--- src/rtl/spi_sram_pkg.sv ---
// Shared types and constants for the Wishbone-to-serial-SRAM bridge.
// Frame layout is {cmd, 1'b0, 23-bit address, data byte}, sent MSB first.
package spi_sram_pkg;

  localparam logic [7:0] CMD_READ   = 8'h03;
  localparam logic [7:0] CMD_WRITE  = 8'h02;
  localparam int         FRAME_BITS = 40;

  typedef enum logic [1:0] {IDLE, SHIFT, DONE} state_t;

  function automatic logic [FRAME_BITS-1:0] build_frame(input logic       we,
                                                        input logic [22:0] adr,
                                                        input logic [7:0]  dat);
    return {(we ? CMD_WRITE : CMD_READ), 1'b0, adr, (we ? dat : 8'h00)};
  endfunction

endpackage

--- src/rtl/spi_clkgen.sv ---
// SCK generator: toggles every SCK_DIV enabled cycles, first toggle SCK_DIV cycles after enable.
// Emits one-cycle rise/fall strobes in the cycle before SCK changes; disabled means SCK low.
module spi_clkgen #(
  parameter int unsigned SCK_DIV = 2
) (
  input  logic clk_i,
  input  logic rst_i,
  input  logic en,
  output logic sck,
  output logic rise,
  output logic fall
);

  localparam logic [7:0] RELOAD = 8'(SCK_DIV - 1);

  logic [7:0] cnt;
  logic       wrap;

  assign wrap = en && (cnt == 8'd0);
  assign rise = wrap && !sck;
  assign fall = wrap && sck;

  always_ff @(posedge clk_i or posedge rst_i) begin
    if (rst_i) begin
      cnt <= RELOAD;
      sck <= 1'b0;
    end else if (!en) begin
      cnt <= RELOAD;
      sck <= 1'b0;
    end else if (wrap) begin
      cnt <= RELOAD;
      sck <= !sck;
    end else begin
      cnt <= cnt - 8'd1;
    end
  end

endmodule

--- src/rtl/wb2spi.sv ---
// Wishbone classic slave mapping each single-byte cycle onto one mode-0 SPI SRAM frame.
// Latency 80*SCK_DIV+1 cycles from accept; one transaction in flight, no new accept while busy.
module wb2spi
  import spi_sram_pkg::*;
#(
  parameter int unsigned SCK_DIV = 2
) (
  input  logic        clk_i,
  input  logic        rst_i,
  input  logic        cyc_i,
  input  logic        stb_i,
  input  logic [22:0] adr_i,
  input  logic [7:0]  dat_i,
  input  logic        we_i,
  output logic        ack_o,
  output logic        err_o,
  output logic        rty_o,
  output logic [7:0]  dat_o,
  output logic        spi_sck,
  output logic        spi_mosi,
  input  logic        spi_miso,
  output logic        spi_ss_n
);

  state_t                  state, nxt;
  logic [FRAME_BITS-1:0]   frame;
  logic [7:0]              rx;
  logic [5:0]              bit_cnt;
  logic                    is_rd;
  logic                    accept;
  logic                    last_fall;
  logic                    rise, fall;

  assign err_o    = 1'b0;
  assign rty_o    = 1'b0;
  assign spi_mosi = frame[FRAME_BITS-1];

  assign accept    = (state == IDLE) && cyc_i && stb_i && !ack_o;
  assign last_fall = fall && (bit_cnt == 6'(FRAME_BITS - 1));

  spi_clkgen #(.SCK_DIV(SCK_DIV)) u_clkgen (
    .clk_i (clk_i),
    .rst_i (rst_i),
    .en    (state == SHIFT),
    .sck   (spi_sck),
    .rise  (rise),
    .fall  (fall)
  );

  always_comb begin
    nxt = state;
    case (state)
      IDLE:    if (accept) nxt = SHIFT;
      SHIFT:   if (last_fall) nxt = DONE;
      DONE:    nxt = IDLE;
      default: nxt = IDLE;
    endcase
  end

  always_ff @(posedge clk_i or posedge rst_i) begin
    if (rst_i) begin
      state    <= IDLE;
      frame    <= '0;
      rx       <= 8'h00;
      bit_cnt  <= 6'd0;
      is_rd    <= 1'b0;
      spi_ss_n <= 1'b1;
      ack_o    <= 1'b0;
      dat_o    <= 8'h00;
    end else begin
      state <= nxt;
      // A master that abandoned the cycle mid-frame gets no acknowledge.
      ack_o <= (state == DONE) && cyc_i;
      if (accept) begin
        frame    <= build_frame(we_i, adr_i, dat_i);
        bit_cnt  <= 6'd0;
        is_rd    <= !we_i;
        spi_ss_n <= 1'b0;
      end
      if (state == SHIFT) begin
        if (rise) rx <= {rx[6:0], spi_miso};
        if (fall) begin
          frame   <= {frame[FRAME_BITS-2:0], 1'b0};
          bit_cnt <= bit_cnt + 6'd1;
        end
        if (last_fall) spi_ss_n <= 1'b1;
      end
      if ((state == DONE) && is_rd) dat_o <= rx;
    end
  end

endmodule

--- config.mk ---
export PLATFORM = sky130hd
export DESIGN_NAME = wb2spi
export DESIGN_NICKNAME = d
export VERILOG_FILES = /design/src/rtl/spi_sram_pkg.sv /design/src/rtl/spi_clkgen.sv /design/src/rtl/wb2spi.sv
export SDC_FILE = /design/constraint.sdc
export NUM_CORES = 1
export LEC_CHECK = 0
export ABC_AREA = 1
export BUFFER_PORTS_ARGS = -buffer_cell sky130_fd_sc_hd__buf_2
export CORE_MARGIN = 2
export CORE_UTILIZATION = 61
export DETAILED_ROUTE_END_ITERATION = 8
export PLACE_DENSITY = 0.91
export SLEW_MARGIN = 20
export SYNTH_ARGS = -nofsm -noshare
export SYNTH_HDL_FRONTEND = slang
export SYNTH_HIERARCHICAL = 1
export SYNTH_SLANG_ARGS = --single-unit
--- constraint.sdc ---
create_clock -name clk_i -period 4.82 [get_ports clk_i]
set_clock_uncertainty 0.05 [all_clocks]
set_input_delay 0 -clock clk_i [delete_from_list [all_inputs] [get_ports clk_i]]
set_output_delay 0 -clock clk_i [all_outputs]
set_load 0.05 [all_outputs]
== Word level (Yosys, flattened, before mapping) ==
Index checks and enable logic that the tools add are counted.
Cells by class
  $add $sub $neg: 2
  eq/ne operators: 6
  mux-type cells: 18
  reduce and logical (&&, ||, !) cells: 16
Operators with widths (number)
  40-bit 2-to-1 mux: 3
  8-bit 2-to-1 mux: 3
  6-bit 2-to-1 mux: 3
  1-bit logical AND: 9
  8-bit logical NOT: 1
  8-bit by 1-bit subtractor with 8-bit output, second input constant: 1
  6-bit by 1-bit adder with 6-bit output, second input constant: 1
  6-bit equality test, second input constant: 1
  1-bit 2-to-1 mux: 6
  2-bit inequality test, second input constant: 3
  2-bit 2-to-1 mux: 2
  2-bit one-hot mux with 2 select lines: 1
  2-bit AND reduction: 2
  1-bit logical NOT: 3
  2-bit by 1-bit equality test with 1-bit output, second input constant: 1
  2-bit equality test, second input constant: 1
  2-bit logical NOT: 1
Storage, ports and cells
  register bits: 76
  bits of input ports: 37
  output and inout port bits: 14
  logic and storage cells: 52

== Depth between registers and ports, before layout ==
  depth in word-level cells: 7
  mapped depth: 13
  depth with buffers taken out: 12

== Hierarchy ==
The synthesis kept the hierarchy.
By module, submodules not included
  wb2spi: times used 1, cells an instance 354, area an instance 3007.9 sq um, sequential area each 1677.9 sq um
  spi_clkgen: times used 1, cells an instance 59, area an instance 483.0 sq um, sequential area each 226.5 sq um

== Worst setup path after synthesis ==
No wires, ideal clock.
  path type: register to register
  start point: register u_clkgen.sck
  end point: register frame[7]
  setup time: 0.113 ns
  arrival time: 1.788 ns
  data required time: 4.657 ns
  path slack: 2.869 ns
  cell stages (with the launch flop): 10
  path buffers: 1
  clock period less this slack: 1.951 ns
  cells stage by stage: dfrtp_1 inv_1 nor4_1 inv_1 nor2_4 inv_2 buf_6 or2_0 nand2_1 inv_1
On the way
  word-level cells in the longest chain between the ends: 3
Ends and longest elaborated chain
  start: declaration: RTL line spi_clkgen.sv:9  | output logic sck,
  start signal: assignment: RTL line spi_clkgen.sv:32  | sck <= !sck;
  1-bit logical AND: RTL line spi_clkgen.sv:21  | assign fall = wrap && sck;
  net fall: RTL line wb2spi.sv:32  | logic rise, fall;
  40-bit 2-to-1 mux: RTL line wb2spi.sv:82  | if (fall) begin
  40-bit 2-to-1 mux: RTL line wb2spi.sv:80  | if (state == SHIFT) begin
  end signal: assignment: RTL line wb2spi.sv:75  | frame <= build_frame(we_i, adr_i, dat_i);
  end signal: assignment: RTL line wb2spi.sv:83  | frame <= {frame[FRAME_BITS-2:0], 1'b0};
  end: declaration: RTL line wb2spi.sv:26  | logic [FRAME_BITS-1:0] frame;
The timed path passes the listed nets, and every way through them passes these cells.
A chain may end at the register's enable or synchronous reset.

== Worst setup path after layout ==
  start point: register state[1]
  end point: register frame[19]
On the way
  elaborated cells between the ends (all ways): 10
  classes of those cells: eq/ne (1); mux (3); reduce/logical (6)
RTL lines
  start: declaration: RTL line wb2spi.sv:25  | state_t state, nxt;
  start signal: assignment: RTL line wb2spi.sv:71  | state <= nxt;
  2-bit by 1-bit equality test with 1-bit output: RTL line wb2spi.sv:44  | .en (state == SHIFT),
  1-bit logical AND: RTL line spi_clkgen.sv:19  | assign wrap = en && (cnt == 8'd0);
  1-bit logical AND: RTL line spi_clkgen.sv:21
  net fall: RTL line wb2spi.sv:32
  40-bit 2-to-1 mux: RTL line wb2spi.sv:82
  40-bit 2-to-1 mux: RTL line wb2spi.sv:80
The timed path passes the listed nets, and every way through them passes these cells.

==> results.yml <==
floorplanning:
  die-area_sq_mm: 0.006344
  total_number_of_placement_rows: 27
  floorplan.core_area_sq_mm: 0.005507
  i_o_pins: 51
  die_x_um: 79.65
  die_h_um: 79.65
  start_util_pct: 63.39
worst_setup_path:
  worst_setup_path_end_kind: "register"
  timing.critical_path.max_delay_family: "simple AND/OR/NAND/NOR gates"
  critical_path.slowest_cell: "nor2_4"
  worst-path-buf-inv: 6
  critPathRequiredTime_ps: 5000
  timing.critical_path.slowest_cell_delay_ps: 550
  critical_path.most_common_cell: "inv_2"
  series_of_cell_instances_along_the_critical_path: "inv_2 -> nand2_2 -> inv_2 -> inv_1 -> nor4_1 -> inv_1 -> nor2_4 -> inv_2 -> nand2_4 -> inv_4 -> nand2_1 -> nand3_1"
  cp-start-kind: "register"
  max_fanout_on_critical_path: 30
  cp.arrival_ps: 3130
  path_class: "reg -> reg"
synthesis:
  ys_top_cells_by_area: "dfrtp_1 (53%), nand2_1 (14%), nand3_1 (5.4%), inv_1 (4.8%), nor2_1 (2.5%)"
  synthArstFlopShare_pct: 100.0
  postSynthRegisterBits: 76
  yosys_most_used_dff: "dfrtp_1"
  yosys_warnings: 6
  synthesis.instances: 413
  post-synth-top-area-fraction_pct: 53.05
  number_of_enable_type_register_cells_in_the_synthesized_netlist: 0
  synth_top_area_cell: "dfrtp_1"
  seq_area_frac_synth_pct: 54.55
  synth_cell_types: 36
  syn-cell-area_sq_mm: 0.003491
  synthesis.area_per_instance_sq_um: 8.452
pwr:
  lkg_pwr_nw: 2.212
  pwr_total_mw: 1.996
  power_density_mw_per_mm2: 471.3
  peakVddDrop_uv: 359.5
routing:
  wl_um: 7550
  wl_per_cell_um: 13.39
  dr.first_iter.drc_count: 160
  route.detailed.drc: 0
  dr_total_vias: 2940
  drt_first_pass_iters: 4
  route.detailed.vias_per_inst: 5.213
  detail-route-antenna-nets: 0
timing:
  period_share_pct: 61.22
  final-setup-viol-count: 0
  hold_viol_final: 0
  worst_pin_slew_ps: 828.3
  worst_rel_slew_slack_pct: 44.78
  timing_max_transition_violations_final: 0
  finalCriticalPeriod_ps: 2951
  rsz0062_at_grt: "no"
  fmaxAchievable_mhz: 338.9
  fin_setup_tns_ps: 0
clocking:
  clkLatencyLatePin_ps: 350
  cts_sinks: 76
  clk_pin_slew_worst_paths_ps: 90
  cts_max_path_buffers: 2
  cts_repair_resize_count: 0
  cts_hold_buffers: 28
  cts_tree: "yes"
  cts.repair_timing.setup_buffer_count: 0
  cts_made_buffers: 9
  htree_num_levels: 3
  cts_root_buf: "clkbuf_8"
final_layout:
  layout.nets: 527
  count_of_antenna_diodes_in_the_layout: 0
  layout-area-overhead-vs-synth_pct: 21.29
  final_common_cell: "nand2_1"
  most-common-layout-cells: "nand2_1 (134), dfrtp_1 (74), buf_2 (48), inv_1 (44), nand3_1 (38)"
  finalNonFillerCells: 564
  final_layout_size_suffix_gt1_share_pct: 17.48
placed_design:
  routabilityCongestion: 0.8765
  post_detailed_placement_half_perimeter_wirelength_um: 4694
  dp_cells: 520
  io_buffer_count: 48
worst_hold_path:
  holdCritPathClass: "in -> reg"
global_routing:
  grt_max_degree: 68
  antenna_found_initial: 0
  grt_pass1_wl_um: 12480
  overflow: 0
  grt.total_usage_pct: 25.65
  via_count_of_the_first_global_routing_pass: 2874
job:
  max_cap_violations: 0
status:
  run_status: "finished clean"
[sequential cells by signal, summed over array words and instances (netlist names)]
register / count
state: 2
bit_cnt: 6
frame: 40
u_clkgen/cnt: 8
u_clkgen/sck: 1
dat_o: 8
rx: 8
is_rd: 1
spi_ss_n: 1
ack_o: 1
[path summary, 6_finish.rpt]
check / start / end / slack, ps / cells past startpoint
worst min register to register: frame[23] / frame[23] / 440 / 2
max in group asynchronous: rst_i / frame[39] / 3770 / 4
worst min-delay path: dat_i[5] / frame[5] / 30 / 7
worst max register to register: state[1] / frame[19] / 1870 / 12
min in group asynchronous: rst_i / u_clkgen/cnt[5] / 130 / 3
worst max-delay path: state[1] / frame[19] / 1870 / 12
[area by class of cell]
cell class / count / area, sq um
Sequential cell: 76 / 1904
Multi-Input combinational cell: 270 / 1286
Fill cell: 370 / 1272
Timing Repair Buffer: 77 / 528.0
Inverter: 53 / 201.4
Clock buffer: 9 / 123.9
Clock inverter: 7 / 100.1
Tap cell: 72 / 90.09
[synth_stat cells (2+ instances only)]
cell,n
inv_1,45
dfstp_2,2
or2_0,4
nand4_1,11
o22ai_1,5
o21bai_1,2
nor2_4,4
o21ai_1,8
nand2_2,3
clkinv_1,2
buf_6,3
ha_1,3
nor2_1,23
nand3_1,38
clkbuf_1,3
buf_4,5
buf_2,4
a21oi_1,4
inv_2,5
dfrtp_1,74
or2_1,2
o21ai_0,14
xor2_1,3
nand2_1,134
[where the power goes]
group | total (mW) | internal, mW | leakage [nW] | switching, mW
Clock | 0.538 | 0.294 | 0.102 | 0.244
Sequential | 0.956 | 0.837 | 0.964 | 0.119
Combinational | 0.502 | 0.191 | 1.15 | 0.311
[worst reg2reg max path: stages, from the launching register on]
cell	delay, ps
dfrtp_1	440
inv_2	70
nand2_2	80
inv_2	110
inv_1	90
nor4_1	400
inv_1	150
nor2_4	550
inv_2	350
nand2_4	220
inv_4	130
nand2_1	100
nand3_1	90
[routing by layer]
| layer | vias up | wire [um] | part of all wire (%) | global-route usage (%) |
|---|---|---|---|---|
| li1 | 1441 | - | - | - |
| met1 | 1375 | 3188 | 42 | 30.65 |
| met2 | 95 | 3817 | 51 | 43.11 |
| met3 | 29 | 332 | 4.4 | 5.882 |
| met4 | 0 | 212 | 2.8 | 13.62 |
| met5 | - | 0 | 0 | 0 |
[logic make-up (layout without fill, tap and decap cells)]
logic type / after synthesis / after routing / share of synthesized area, %
other cells: 1 / 2 / 0.1074
buf+inv: 68 / 146 / 8.710
simple gates: 225 / 225 / 28.71
mux: 1 / 1 / 0.3226
flops: 76 / 76 / 54.55
fa+ha+maj: 3 / 3 / 1.075
xor+xnor: 4 / 4 / 1.004
compound gates: 35 / 35 / 5.520
[through the flow]
| step | utilization [%] | setup WS [ps] | hold WS [ps] | cell area, sq um |
|---|---|---|---|---|
| global placement | 67.73 | 2096 | -62.75 | 3730 |
| floorplan | - | 2869 | -222.8 | 3495 |
| finish | 76.89 | 1869 | 29.15 | 4234 |
| CTS | 76.89 | 1926 | 21.13 | 4234 |
| detailed placement | 67.73 | 1956 | -58.90 | 3730 |
| global route | 76.89 | 1609 | 63.25 | 4234 |
Power figures use the tool's default switching activity.
